[src/rtl/snoop_bus_controller.sv]
// Snoopy MSI coherence controller and single-port RAM arbiter for CPUS data caches.
// Round-robin grants one cache at a time; misses are served cache-to-cache or from RAM.
module snoop_bus_controller #(
  parameter int unsigned CPUS  = 2,
  parameter int unsigned WORDS = 2,
  parameter int unsigned AW    = 32,
  parameter int unsigned DW    = 32
) (
  input  logic                CLK,
  input  logic                nRST,
  input  logic [CPUS-1:0]     dREN,
  input  logic [CPUS-1:0]     dWEN,
  input  logic [CPUS-1:0]     cctrans,
  input  logic [CPUS-1:0]     ccwrite,
  input  logic [CPUS*AW-1:0]  daddr,
  input  logic [CPUS*DW-1:0]  dstore,
  output logic [CPUS-1:0]     dwait,
  output logic [CPUS*DW-1:0]  dload,
  output logic [CPUS-1:0]     ccwait,
  output logic [CPUS-1:0]     ccinv,
  output logic [CPUS*AW-1:0]  ccsnoopaddr,
  output logic                ramREN,
  output logic                ramWEN,
  output logic [AW-1:0]       ramaddr,
  output logic [DW-1:0]       ramstore,
  input  logic [DW-1:0]       ramload,
  input  logic                ramwait
);

  localparam int unsigned   IW       = (CPUS > 1) ? $clog2(CPUS) : 1;
  localparam int unsigned   BW       = (WORDS > 1) ? $clog2(WORDS) : 1;
  localparam int unsigned   OFS      = $clog2(WORDS) + 2;
  localparam logic [AW-1:0] LoMask   = AW'((1 << OFS) - 1);
  localparam logic [IW-1:0] LastCpu  = IW'(CPUS - 1);
  localparam logic [BW-1:0] LastBeat = BW'(WORDS - 1);

  typedef enum logic [2:0] {StIdle, StSnoop, StXfer, StWbk, StInval} state_e;
  typedef enum logic [1:0] {ClsWm, ClsRm, ClsWb, ClsInv} cls_e;

  state_e         r_state, w_state_n;
  cls_e           r_cls, w_cls_n, w_gnt_cls;
  logic [IW-1:0]  r_req, w_req_n;
  logic [IW-1:0]  r_sup, w_sup_n;
  logic [IW-1:0]  r_ptr, w_ptr_n;
  logic [BW-1:0]  r_beat, w_beat_n;
  logic           r_hit, w_hit_n;

  logic [CPUS-1:0] w_any;
  logic            w_gnt_vld;
  logic [IW-1:0]   w_gnt_idx;
  logic            w_hit;
  logic [IW-1:0]   w_sup;
  logic [IW-1:0]   w_ptr_inc;
  logic            w_last;
  logic [AW-1:0]   w_req_addr, w_base, w_beat_addr;
  logic [DW-1:0]   w_req_data, w_sup_data;

  assign w_any       = dREN | dWEN | cctrans;
  assign w_req_addr  = daddr[r_req*AW +: AW];
  assign w_req_data  = dstore[r_req*DW +: DW];
  assign w_sup_data  = dstore[r_sup*DW +: DW];
  assign w_base      = w_req_addr & ~LoMask;
  assign w_beat_addr = w_base + (AW'(r_beat) << 2);
  assign w_ptr_inc   = (r_req == LastCpu) ? '0 : r_req + 1'b1;
  assign w_last      = (r_beat == LastBeat);

  // Scan downward so the candidate closest to r_ptr is written last and wins.
  always_comb begin
    logic [IW-1:0] w_cand;
    w_cand    = '0;
    w_gnt_vld = 1'b0;
    w_gnt_idx = '0;
    for (int k = int'(CPUS) - 1; k >= 0; k--) begin
      w_cand = IW'((int'(r_ptr) + k) % int'(CPUS));
      if (w_any[w_cand]) begin
        w_gnt_vld = 1'b1;
        w_gnt_idx = w_cand;
      end
    end
  end

  always_comb begin
    if (dREN[w_gnt_idx] && cctrans[w_gnt_idx]) begin
      w_gnt_cls = ClsWm;
    end else if (dREN[w_gnt_idx]) begin
      w_gnt_cls = ClsRm;
    end else if (dWEN[w_gnt_idx]) begin
      w_gnt_cls = ClsWb;
    end else begin
      w_gnt_cls = ClsInv;
    end
  end

  // Several dirty responders is a protocol error; the lowest index supplies.
  always_comb begin
    w_hit = 1'b0;
    w_sup = '0;
    for (int k = int'(CPUS) - 1; k >= 0; k--) begin
      if (IW'(k) != r_req && ccwrite[k]) begin
        w_hit = 1'b1;
        w_sup = IW'(k);
      end
    end
  end

  always_comb begin
    w_state_n = r_state;
    w_cls_n   = r_cls;
    w_req_n   = r_req;
    w_sup_n   = r_sup;
    w_hit_n   = r_hit;
    w_ptr_n   = r_ptr;
    w_beat_n  = r_beat;
    unique case (r_state)
      StIdle: begin
        if (w_gnt_vld) begin
          w_req_n   = w_gnt_idx;
          w_cls_n   = w_gnt_cls;
          w_state_n = (w_gnt_cls == ClsWb) ? StWbk : StSnoop;
        end
      end
      StSnoop: begin
        w_hit_n   = w_hit;
        w_sup_n   = w_sup;
        w_state_n = (r_cls == ClsInv) ? StInval : StXfer;
      end
      StXfer, StWbk: begin
        if (!ramwait) begin
          if (w_last) begin
            w_beat_n  = '0;
            w_ptr_n   = w_ptr_inc;
            w_state_n = StIdle;
          end else begin
            w_beat_n = r_beat + 1'b1;
          end
        end
      end
      StInval: begin
        w_ptr_n   = w_ptr_inc;
        w_state_n = StIdle;
      end
      default: w_state_n = StIdle;
    endcase
  end

  always_ff @(posedge CLK or negedge nRST) begin
    if (!nRST) begin
      r_state <= StIdle;
      r_cls   <= ClsWm;
      r_req   <= '0;
      r_sup   <= '0;
      r_hit   <= 1'b0;
      r_ptr   <= '0;
      r_beat  <= '0;
    end else begin
      r_state <= w_state_n;
      r_cls   <= w_cls_n;
      r_req   <= w_req_n;
      r_sup   <= w_sup_n;
      r_hit   <= w_hit_n;
      r_ptr   <= w_ptr_n;
      r_beat  <= w_beat_n;
    end
  end

  always_comb begin
    dwait       = '1;
    dload       = '0;
    ccwait      = '0;
    ccinv       = '0;
    ccsnoopaddr = '0;
    ramREN      = 1'b0;
    ramWEN      = 1'b0;
    ramaddr     = '0;
    ramstore    = '0;
    if (r_state != StIdle) begin
      for (int j = 0; j < int'(CPUS); j++) begin
        if (IW'(j) != r_req) ccsnoopaddr[j*AW +: AW] = w_base;
      end
    end
    unique case (r_state)
      StSnoop: begin
        for (int j = 0; j < int'(CPUS); j++) begin
          if (IW'(j) != r_req) ccwait[j] = 1'b1;
        end
      end
      StXfer: begin
        ramaddr = w_beat_addr;
        if (r_hit) begin
          // Dirty owner feeds the requester and RAM in the same beat.
          ccwait[r_sup]          = 1'b1;
          dload[r_req*DW +: DW]  = w_sup_data;
          ramWEN                 = 1'b1;
          ramstore               = w_sup_data;
          dwait[r_sup]           = ramwait;
          dwait[r_req]           = ramwait;
        end else begin
          ramREN                 = 1'b1;
          dload[r_req*DW +: DW]  = ramload;
          dwait[r_req]           = ramwait;
        end
        if (r_cls == ClsWm) begin
          for (int j = 0; j < int'(CPUS); j++) begin
            if (IW'(j) != r_req) ccinv[j] = 1'b1;
          end
        end
      end
      StWbk: begin
        ramWEN       = 1'b1;
        ramaddr      = w_beat_addr;
        ramstore     = w_req_data;
        dwait[r_req] = ramwait;
      end
      StInval: begin
        for (int j = 0; j < int'(CPUS); j++) begin
          if (IW'(j) != r_req) ccinv[j] = 1'b1;
        end
        dwait[r_req] = 1'b0;
      end
      default: ;
    endcase
  end

endmodule
[config.mk]
export PLATFORM = sky130hd
export DESIGN_NAME = snoop_bus_controller
export DESIGN_NICKNAME = d
export VERILOG_FILES = /design/src/rtl/snoop_bus_controller.sv
export SDC_FILE = /design/constraint.sdc
export NUM_CORES = 1
export LEC_CHECK = 0
export BUFFER_PORTS_ARGS = -buffer_cell sky130_fd_sc_hd__buf_2
export CORE_AREA = 2 2 144 146
export CTS_CLUSTER_DIAMETER = 40
export DETAILED_ROUTE_END_ITERATION = 7
export DIE_AREA = 0 0 146 148
export PLACE_DENSITY = 0.5
export SLEW_MARGIN = 20
export SYNTH_ARGS = -nofsm -noshare
export SYNTH_HDL_FRONTEND = slang
export SYNTH_SLANG_ARGS = --single-unit
[constraint.sdc]
create_clock -name CLK -period 1.61 [get_ports CLK]
set_input_delay 0.2415 -clock CLK [delete_from_list [all_inputs] [get_ports CLK]]
set_output_delay 0.2415 -clock CLK [all_outputs]
set_load 0.01 [all_outputs]
==> metrics.yaml <==
status: "finished, violations left"
violations: "negative setup slack"
synth_common_cells: "154 x nor2_1, 55 x mux2_2, 54 x nand2_1, 35 x a21oi_1"
powerDensity_nw_per_um2: 2020
async_flop_share_pct: 100
ys_seq_elements: 10
critPathRequiredTime_ps: 1370
vias: 5661
drtIter0Drc: 279
startpoint_type: "register"
wl_per_cell_um: 18.6
core-area_um2: 20000
routed_wl_um: 22900
fin_crit_sh_pct: 122
synth.area.top_cells: "mux2_2 19%, nor2_1 17%, mux2i_1 9.7%, dfrtp_1 7.6%, nand2_1 6.1%"
hold_violations: 0
ys_types: 35
use_met1_pct: 23.0
htree_num_levels: 1
critPathKind: "register to primary output"
syn-cell-area_um2: 3310
grt_usage_pct: 17.6
gp_congestion: 0.814
vdd_drop_max_mv: 0.633
end_kind: "primary output"
cp_max_fo: 6
die_h_um: 148
clockRootBuffer: "clkbuf_16"
tns_ps: -45220
synth_most_common_cell: "nor2_1"
layout_min_cycle_time_ps: 1960
yosysSeqAreaShare_pct: 7.56
cp.arrival_ps: 1720
vias_per_cell: 4.59
synth_flop_cell: "dfrtp_1"
fin_ws_ps: -349
finalNonFillerCells: 1234
antenna_found_initial: 3
grt_pass1_vias: 5195
final_cell_area_um2: 8910
netlist_instances: 533
die_w_um: 146
hold_slack_ps: 276
syn_to_final_growth_pct: 169
hp-class: "primary input to register"
p_leak_nw: 4.19
insertion_delay_ps: 240
grt_pass1_wl_um: 30200
num_rows: 52
finish.utilization_pct: 44.4
clock-sinks: 10
power.total_mw: 17.9
io_pins: 371
synth_largest_area_cell: "mux2_2"
grt_max_degree: 29
placedCellCount: 1175
pre_cts_ws_ps: -182
die_area_um2: 21600
synth-edff-count: 0
placed_cell_area_um2: 6020
maxSlewViolCount: 0
cts-buffers-inserted: 3
ys_warn_count: 0
rsz0062_at_grt: "true"
start_util_pct: 16.5
ant_nets: 0
cts_tree: "built"
dp.final_hpwl_um: 14400
drt_first_pass_iters: 5
syn_avg_cell_area_um2: 6.21
setup_viol: 194
grt-busiest-layer: "met2"
cap_viol_max_count: 0
fin_nets: 1134
max_freq_mhz: 510
grt_overflow: 0
skew_ps: 1.96
drc: 0
clk_pin_slew_ps: 40
synth_top_area_share_pct: 18.7
gr-usage-met2_pct: 30.7
met3_usage_pct: 2.78
drive_gt1_share_pct: 78.9
port_buffers: 356
clockBufferDepth: 2
## flip-flops by register name, indices dropped and copies added, names as in the netlist
name / flops
r_ptr: 1
r_cls: 2
r_req: 1
r_sup: 1
r_state: 3
r_beat: 1
r_hit: 1
## power by group
part	internal, mW	switching [mW]
sequential	0.396	0.234
combinational	8.56	8.26
clock	0.374	0.127
## worst paths after layout
path	start	end	slack, ps	cells after the start
max in group asynchronous	nRST	r_req	980	2
hold / removal	ccwrite[1]	r_sup	280	3
hold reg to reg	r_cls[1]	r_state[2]	580	2
setup reg to reg	r_state[0]	r_state[1]	-80	7
setup / recovery	r_req	dload[28]	-350	4
min in group asynchronous	nRST	r_req	400	2
## worst max-delay path, cell delays in order, from the launching register on
cell	delay, ps
dfrtp_4	530
or3_4	510
buf_12	200
nor2_4	110
buf_6	120
## layout by cell type (no fill, tap or decap), types with 6 or more instances in the layout
cell type  netlist  final
a21oi_1         35      8
a21oi_2          1     22
a21oi_4          0      6
a22oi_1         24     10
a22oi_2          0     14
buf_12           0     24
buf_16           0      9
buf_2           20    267
buf_4            8     50
buf_6            5    120
clkbuf_16        0      8
conb_1           1      8
mux2_2          55     36
mux2_4           1     20
mux2i_1         32     23
mux2i_4          0      6
nand2_1         54     45
nand2b_4         0     31
nor2_1         154     56
nor2_2           6     16
nor2_4           0     88
nor2b_1         10      9
o21ai_0         26     13
o21ai_2          0      6
## what timing repair did
item / in CTS / in global routing
gates cloned: 15 / 6
hold endpoints to repair: 10 / 0
pin swaps: 33 / 64
endpoints found under the setup margin: 195 / 197
gates resized for setup: 183 / 291
hold buffers: 1 / 0
setup buffers: 29 / 13
## per-layer routing
layer  part of all wire [%]  up-vias
met3                    5.1       46
met5                  0.057        -
met2                     53      213
met4                    1.9        2
met1                     40     2742
li1                       -     2658
## area by class of cell
cell class	instances	area, um2
fillers	1954	11100
multi-input cells	467	4250
repair buffers	478	3960
well taps	270	338
flip-flops and latches	10	259
clock buffers	4	88.8
inverters	3	11.3
diodes	2	5.00
## logic make-up after synthesis
| logic type | Yosys count | synth area share (%) |
|---|---|---|
| and+or+nand+nor | 273 | 35.8 |
| AOI/OAI and AO/OA | 97 | 17.5 |
| muxes | 88 | 28.8 |
| buffers and inverters | 63 | 9.94 |
| DFF | 10 | 7.56 |
| xor gates and xnor gates | 1 | 0.265 |
| other | 1 | 0.113 |
Note: power is estimated with default switching activity, not from simulation.
